===== src/rtl/parser_head_gen.sv =====
// parser_head_gen: packs the first HEAD_SLICE_MAX x 64 bytes of each ingress packet into
// tagged head slices plus one meta slice per packet. Optional macro: PARSER_HEAD_GEN_RUNT_DROP_EN.
package parser_pkg;
  localparam int TAG_VALID_BIT    = 0;
  localparam int TAG_SHIFT_BIT    = 1;
  localparam int TAG_TAIL_BIT     = 2;
  localparam int TAG_START_BIT    = 3;
  localparam int TAG_OFFSET_LSB   = 4;
  localparam int TAG_OFFSET_WIDTH = 6;
  localparam int TAG_WIDTH        = TAG_OFFSET_LSB + TAG_OFFSET_WIDTH;
endpackage

module parser_head_gen #(
  parameter int HEAD_WIDTH     = 512,
  parameter int META_WIDTH     = 512,
  parameter int TAG_WIDTH      = parser_pkg::TAG_WIDTH,
  parameter int BEAT_WIDTH     = 128,
  parameter int HEAD_SLICE_MAX = 2,
  parameter int PORT_WIDTH     = 4
) (
  input  logic                            i_clk,
  input  logic                            i_rst_n,
  input  logic [BEAT_WIDTH-1:0]           i_data,
  input  logic [BEAT_WIDTH/8-1:0]         i_keep,
  input  logic                            i_valid,
  input  logic                            i_last,
  input  logic [PORT_WIDTH-1:0]           i_port,
  output logic                            o_ready,
  output logic [HEAD_WIDTH+TAG_WIDTH-1:0] o_head,
  output logic [META_WIDTH+TAG_WIDTH-1:0] o_meta
);

  localparam int KEEP_W  = BEAT_WIDTH / 8;
  localparam int BEATS   = HEAD_WIDTH / BEAT_WIDTH;
  localparam int BIDX_W  = (BEATS > 1) ? $clog2(BEATS) : 1;
  localparam int SLICE_W = (HEAD_SLICE_MAX > 1) ? $clog2(HEAD_SLICE_MAX) : 1;
  localparam int OFF_W   = parser_pkg::TAG_OFFSET_WIDTH;

  typedef enum logic [1:0] {S_IDLE = 2'd0, S_HEAD = 2'd1, S_DRAIN = 2'd2} state_t;

  state_t                  r_state;
  state_t                  w_state_next;
  logic [BIDX_W-1:0]       r_beat_idx;
  logic [SLICE_W-1:0]      r_slice_idx;
  logic [6:0]              r_count;
  logic [HEAD_WIDTH-1:0]   r_acc;
  logic [PORT_WIDTH-1:0]   r_port;
  logic [15:0]             r_seq;
  logic                    r_ready;
  logic [HEAD_WIDTH+TAG_WIDTH-1:0] r_head;
  logic [META_WIDTH+TAG_WIDTH-1:0] r_meta;

  logic                    w_accept;
  logic                    w_packing;
  logic                    w_slice_done;
  logic                    w_last_slice;
  logic                    w_runt_drop;
  logic                    w_emit_head;
  logic                    w_emit_meta;
  logic [BEAT_WIDTH-1:0]   w_beat_masked;
  logic [HEAD_WIDTH-1:0]   w_acc_next;
  logic [6:0]              w_count_next;
  logic [PORT_WIDTH-1:0]   w_port_cur;
  logic [TAG_WIDTH-1:0]    w_head_tag;
  logic [TAG_WIDTH-1:0]    w_meta_tag;
  logic [META_WIDTH-1:0]   w_meta_data;

  function automatic logic [6:0] popcount(input logic [KEEP_W-1:0] v);
    logic [6:0] c;
    c = 7'd0;
    for (int k = 0; k < KEEP_W; k++) begin
      c = c + {6'd0, v[k]};
    end
    return c;
  endfunction

  assign w_accept     = i_valid & r_ready;
  assign w_packing    = w_accept & ((r_state == S_IDLE) | (r_state == S_HEAD));
  assign w_slice_done = w_packing & ((r_beat_idx == BIDX_W'(BEATS - 1)) | i_last);
  assign w_last_slice = (r_slice_idx == SLICE_W'(HEAD_SLICE_MAX - 1));
  assign w_count_next = r_count + popcount(i_keep);
  assign w_port_cur   = (r_state == S_IDLE) ? i_port : r_port;

`ifdef PARSER_HEAD_GEN_RUNT_DROP_EN
  // A packet that ends inside slice 0 below the minimum frame size never reaches the parser.
  assign w_runt_drop = w_packing & i_last & (r_slice_idx == SLICE_W'(0)) & (w_count_next < 7'd60);
`else
  assign w_runt_drop = 1'b0;
`endif

  // Byte enables are MSB-first: i_keep[KEEP_W-1] qualifies wire byte 0.
  always_comb begin
    w_beat_masked = '0;
    for (int j = 0; j < KEEP_W; j++) begin
      if (i_keep[KEEP_W-1-j]) begin
        w_beat_masked[BEAT_WIDTH-1-8*j -: 8] = i_data[BEAT_WIDTH-1-8*j -: 8];
      end else begin
        w_beat_masked[BEAT_WIDTH-1-8*j -: 8] = 8'd0;
      end
    end
  end

  always_comb begin
    w_acc_next = r_acc;
    for (int k = 0; k < BEATS; k++) begin
      if (r_beat_idx == BIDX_W'(k)) begin
        w_acc_next[HEAD_WIDTH-1-BEAT_WIDTH*k -: BEAT_WIDTH] = w_beat_masked;
      end else begin
        w_acc_next[HEAD_WIDTH-1-BEAT_WIDTH*k -: BEAT_WIDTH] = r_acc[HEAD_WIDTH-1-BEAT_WIDTH*k -: BEAT_WIDTH];
      end
    end
  end

  always_ff @(posedge i_clk or negedge i_rst_n) begin
    if (!i_rst_n) begin
      r_state <= S_IDLE;
    end else begin
      r_state <= w_state_next;
    end
  end

  always_comb begin
    w_state_next = r_state;
    case (r_state)
      S_IDLE, S_HEAD: begin
        if (!w_accept) begin
          w_state_next = r_state;
        end else if (i_last) begin
          w_state_next = S_IDLE;
        end else if (w_slice_done && w_last_slice) begin
          w_state_next = S_DRAIN;
        end else begin
          w_state_next = S_HEAD;
        end
      end
      S_DRAIN: begin
        if (w_accept && i_last) begin
          w_state_next = S_IDLE;
        end else begin
          w_state_next = S_DRAIN;
        end
      end
      default: w_state_next = S_IDLE;
    endcase
  end

  always_comb begin
    w_emit_head = w_slice_done & ~w_runt_drop;
    w_emit_meta = w_emit_head & (r_slice_idx == SLICE_W'(0));
    w_head_tag  = '0;
    w_head_tag[parser_pkg::TAG_VALID_BIT] = 1'b1;
    w_head_tag[parser_pkg::TAG_SHIFT_BIT] = 1'b0;
    w_head_tag[parser_pkg::TAG_TAIL_BIT]  = i_last | w_last_slice;
    w_head_tag[parser_pkg::TAG_START_BIT] = (r_slice_idx == SLICE_W'(0));
    w_head_tag[parser_pkg::TAG_OFFSET_LSB +: OFF_W] = w_count_next[OFF_W-1:0] - OFF_W'(1);
    w_meta_tag  = '0;
    w_meta_tag[parser_pkg::TAG_VALID_BIT] = 1'b1;
    w_meta_tag[parser_pkg::TAG_TAIL_BIT]  = 1'b1;
    w_meta_tag[parser_pkg::TAG_START_BIT] = 1'b1;
    w_meta_tag[parser_pkg::TAG_OFFSET_LSB +: OFF_W] = '1;
    w_meta_data = '0;
    w_meta_data[META_WIDTH-1 -: 16]          = r_seq;
    w_meta_data[META_WIDTH-17 -: PORT_WIDTH] = w_port_cur;
  end

  // The accumulator clears on every completed slice so the next slice starts zero-filled.
  always_ff @(posedge i_clk or negedge i_rst_n) begin
    if (!i_rst_n) begin
      r_acc       <= '0;
      r_beat_idx  <= '0;
      r_slice_idx <= '0;
      r_count     <= 7'd0;
      r_port      <= '0;
      r_seq       <= 16'd0;
      r_ready     <= 1'b0;
      r_head      <= '0;
      r_meta      <= '0;
    end else begin
      r_ready <= 1'b1;
      if (w_slice_done) begin
        r_acc       <= '0;
        r_beat_idx  <= '0;
        r_count     <= 7'd0;
        r_slice_idx <= (i_last || w_last_slice) ? SLICE_W'(0) : r_slice_idx + SLICE_W'(1);
      end else if (w_packing) begin
        r_acc       <= w_acc_next;
        r_beat_idx  <= r_beat_idx + BIDX_W'(1);
        r_count     <= w_count_next;
      end else begin
        r_acc       <= r_acc;
      end
      if (w_accept && (r_state == S_IDLE)) begin
        r_port <= i_port;
      end else begin
        r_port <= r_port;
      end
      if (w_emit_meta) begin
        r_seq <= r_seq + 16'd1;
      end else begin
        r_seq <= r_seq;
      end
      r_head <= w_emit_head ? {w_head_tag, w_acc_next} : '0;
      r_meta <= w_emit_meta ? {w_meta_tag, w_meta_data} : '0;
    end
  end

  assign o_ready = r_ready;
  assign o_head  = r_head;
  assign o_meta  = r_meta;

endmodule


===== config.mk =====
export PLATFORM = sky130hd
export DESIGN_NAME = parser_head_gen
export DESIGN_NICKNAME = d
export VERILOG_FILES = /design/src/rtl/parser_head_gen.sv
export SDC_FILE = /design/constraint.sdc
export NUM_CORES = 2
export LEC_CHECK = 0
export CAP_MARGIN = 15
export CORE_AREA = 2 2 473 475
export CTS_BUF_LIST = sky130_fd_sc_hd__clkbuf_8
export CTS_CLUSTER_SIZE = 25
export DETAILED_ROUTE_END_ITERATION = 7
export DIE_AREA = 0 0 475 477
export PLACE_DENSITY_LB_ADDON = 0.25
export SYNTH_ARGS = -nofsm -noshare
export SYNTH_HDL_FRONTEND = slang
export SYNTH_SLANG_ARGS = --single-unit

===== constraint.sdc =====
create_clock -name i_clk -period 5.9 [get_ports i_clk]
set_clock_uncertainty 0.1 [all_clocks]
set_input_delay 1.18 -clock i_clk [delete_from_list [all_inputs] [get_ports i_clk]]
set_output_delay 1.18 -clock i_clk [all_outputs]
set_load 0.05 [all_outputs]

==> flow_summary.toml <==
[setup_path]
crit_family = "adder cells"
path_cells = "clkdlybuf4s50_1, buf_4, inv_1, fa_1, buf_12, fa_1, fa_1, fa_1, fa_1, inv_1, fa_1, a21o_1, a21oi_1, xnor2_1, or3_1, a21oi_1"
worstPathArrival_ps = 5860
startpoint_type = "input pin"
r2r_cells = 12
worst-path-stages = 16
path_common_cell = "fa_1"
critPathRequiredTime_ps = 6640
crit_slowest_cell = "fa_1"
path_max_fanout = 9
end_kind = "flip-flop"
cpPeakStageDelay_ps = 510
critPathBufInv = 5
crit_type = "input pin to flip-flop"

[pwr]
clkPwrFrac_pct = 39.4
intPower_uw = 13200
switching_share_pct = 32.4
finalPower_uw = 19500
power_frac_seq_pct = 40.5
peakVddDrop_mv = 0.217
p_comb_share_pct = 20.1
power_density_nw_per_um2 = 329
power.switching_uw = 6330
p_leak_uw = 0.0268

[synthesis]
muxShareOfSynthArea_pct = 11.3
ys_ff_latch = 1085
synth_ff_type = "dfrtp_1"
ys_types = 53
async_reset_ff_share_pct = 100
yosys_warnings = 0
synth.cell_area_um2 = 45900
synth_xor_xnor_area_share_pct = 0.400
avgSynthCellArea_um2 = 10.9
yosysTopAreaCell = "dfrtp_1"
yosys-top-cells-count = "1085 x dfrtp_1, 534 x nand2_1, 524 x nor2_1"
synth.area.top_cells = "dfrtp_1 59%, mux2i_1 11%, buf_4 8.3%"
synth_top_family_by_area = "simple AND/OR/NAND/NOR gates"
synth_edf_count = 0
synth_most_common_cell = "dfrtp_1"
yosys.area.top_type_share_pct = 59.1
synth_compound_area_share_pct = 4.69
seq_area_frac_synth_pct = 59.1
yosys.area_share.adder_pct = 0.904
synth_cells = 4200
synthSimpleGateAreaFrac_pct = 12.9

[timing]
relSlewSlack_pct = 32.4
rsz0062_at_grt = "false"
fin_crit_sh_pct = 86.7
setup_ws_ps = 784
holdWs_ps = 110
hold_viol = 0
post-route-min-period_ps = 5120
slew_viol_final = 0
tns_ps = 0
setup_viol = 0
clock.fmax_mhz = 195
worst_pin_slew_ps = 1010

[detailed_routing]
vias_per_cell = 3.84
drt_iter0_markers = 1796
top_layer = "met5"
routedWlPerCell_um = 20.3
wirelength_met1_um = 70600
dr_wl_met2_um = 78600
finalWirelength_um = 164000
drc = 0
ant_nets = 0
vias = 31138
first_pass_iters = 5
wl_met3_um = 10400

[clock_tree]
cts_buffers = 196
clk_latency_ps = 940
root_buffer = "clkbuf_8"
cts_buffer_depth = 3
hold_buffers = 0
cts_resized = 0
cts.sink_count = 1085
cts_setup_buffers = 0
tritoncts = "done"
cts_htree_levels = 4
clkTransAtPathRegs_ps = 60

[die]
coreArea_um2 = 221000
die-area_um2 = 227000
initial_core_util_pct = 20.7
fp.dieW_um = 475
die_y_um = 477
io-pin-count = 1197
rows = 173

[finish]
drive_gt1_share_pct = 8.27
fin_util_pct = 26.8
syn_to_final_growth_pct = 29.1
fin_nets = 5131

[grt]
grt_pass1_wl_um = 235000
grt_antenna_before_repair = 24
grt_max_degree = 148
overflow = 0
grt_usage_pct = 14.2
grt_pass1_vias = 32422

[place]
dpl_worst_slack_ps = -135
dp_hpwl_um = 110000
gp_congestion = 0.771
port_buffers = 702

[run]
cap_violations = 0

[outcome]
status = "finished clean"

[min_path]
hp-class = "input pin to asynchronous set/reset pin"
==> per-stage QoR <==
stage / std cells / area, um^2
finish: 8100 / 59300
global route: 8095 / 59300
CTS: 8090 / 59300
detailed placement: 7730 / 55000
global placement: 7730 / 55000
floorplan: 4693 / 47800
==> area by class of cell <==
class / instances / area (um^2)
inverters: 32 / 125
well taps: 2975 / 3720
diodes: 10 / 25.0
fillers: 23366 / 162000
repair buffers: 798 / 8150
clock buffers: 251 / 3450
clock inverters: 109 / 858
flip-flops and latches: 1085 / 27200
multi-input cells: 2840 / 15800
==> cell families (layout without fill, tap and decap cells) <==
kind of cell,after synthesis,after routing
adders and majority gates,26,26
muxes,516,516
xor gates and xnor gates,21,21
buffers and inverters,768,1190
AOI/OAI and AO/OA,420,420
and+or+nand+nor,1362,1362
DFF,1085,1085
other,2,505
==> cells in the final DEF, fill, tap and decap left out, types with 3 or more instances in the layout <==
master and instances:
nand2_4 3, o21ai_4 4, bufinv_16 8, and2_1 271
clkinv_8 3, mux2_2 4, inv_16 3, nand4_1 6
inv_1 93, conb_1 495, diode_2 10, xnor2_1 16
clkdlybuf4s50_1 700, xor2_1 5, dfrtp_1 1085, clkbuf_8 251
ha_1 10, clkinv_2 21, inv_12 3, clkinvlp_4 3
mux2i_1 512, o21ai_1 19, buf_4 64, nor2_1 524
a21oi_1 9, nand2_1 531, fa_1 12, ha_4 4
nand3_1 4, buf_12 32, o21ai_0 376, inv_6 3
==> state kept, by name, indices dropped and copies added, names as in the netlist <==
register	cells
o_head	521
o_meta	20
o_ready	1
r_acc	512
r_beat_idx	2
r_count	6
r_port	4
r_seq	16
r_slice_idx	1
r_state	2
==> power groups by stage <==
| stage | clock (uW) | combinational (uW) | sequential [uW] |
|---|---|---|---|
| 2_1_floorplan | 0 | 2570 | 8210 |
| 3_3_place_gp | 0 | 3940 | 8030 |
| 3_5_place_dp | 0 | 3970 | 8030 |
| 4_1_cts | 8000 | 3980 | 7900 |
| 5_1_grt | 8320 | 4230 | 7930 |
| 6_report | 7690 | 3920 | 7900 |
==> per-layer routing <==
| layer | global-route usage (%) | up-vias |
|---|---|---|
| li1 | - | 14115 |
| met1 | 17.8 | 15671 |
| met2 | 23.6 | 1102 |
| met3 | 3.52 | 240 |
| met4 | 4.56 | 10 |
| met5 | 0 | - |
==> final timing paths <==
kind,slack [ps],to,start
max in group asynchronous,4080,o_head[99],i_rst_n
worst max register to register,2000,o_head[520],r_count[0]
worst min register to register,370,r_seq[15],r_seq[15]
worst max-delay path,780,o_head[520],i_keep[7]
worst min-delay path,110,o_head[72],i_rst_n
min in group i_clk,370,r_seq[15],r_seq[15]
No activity file was read; power rests on OpenSTA's default activity.
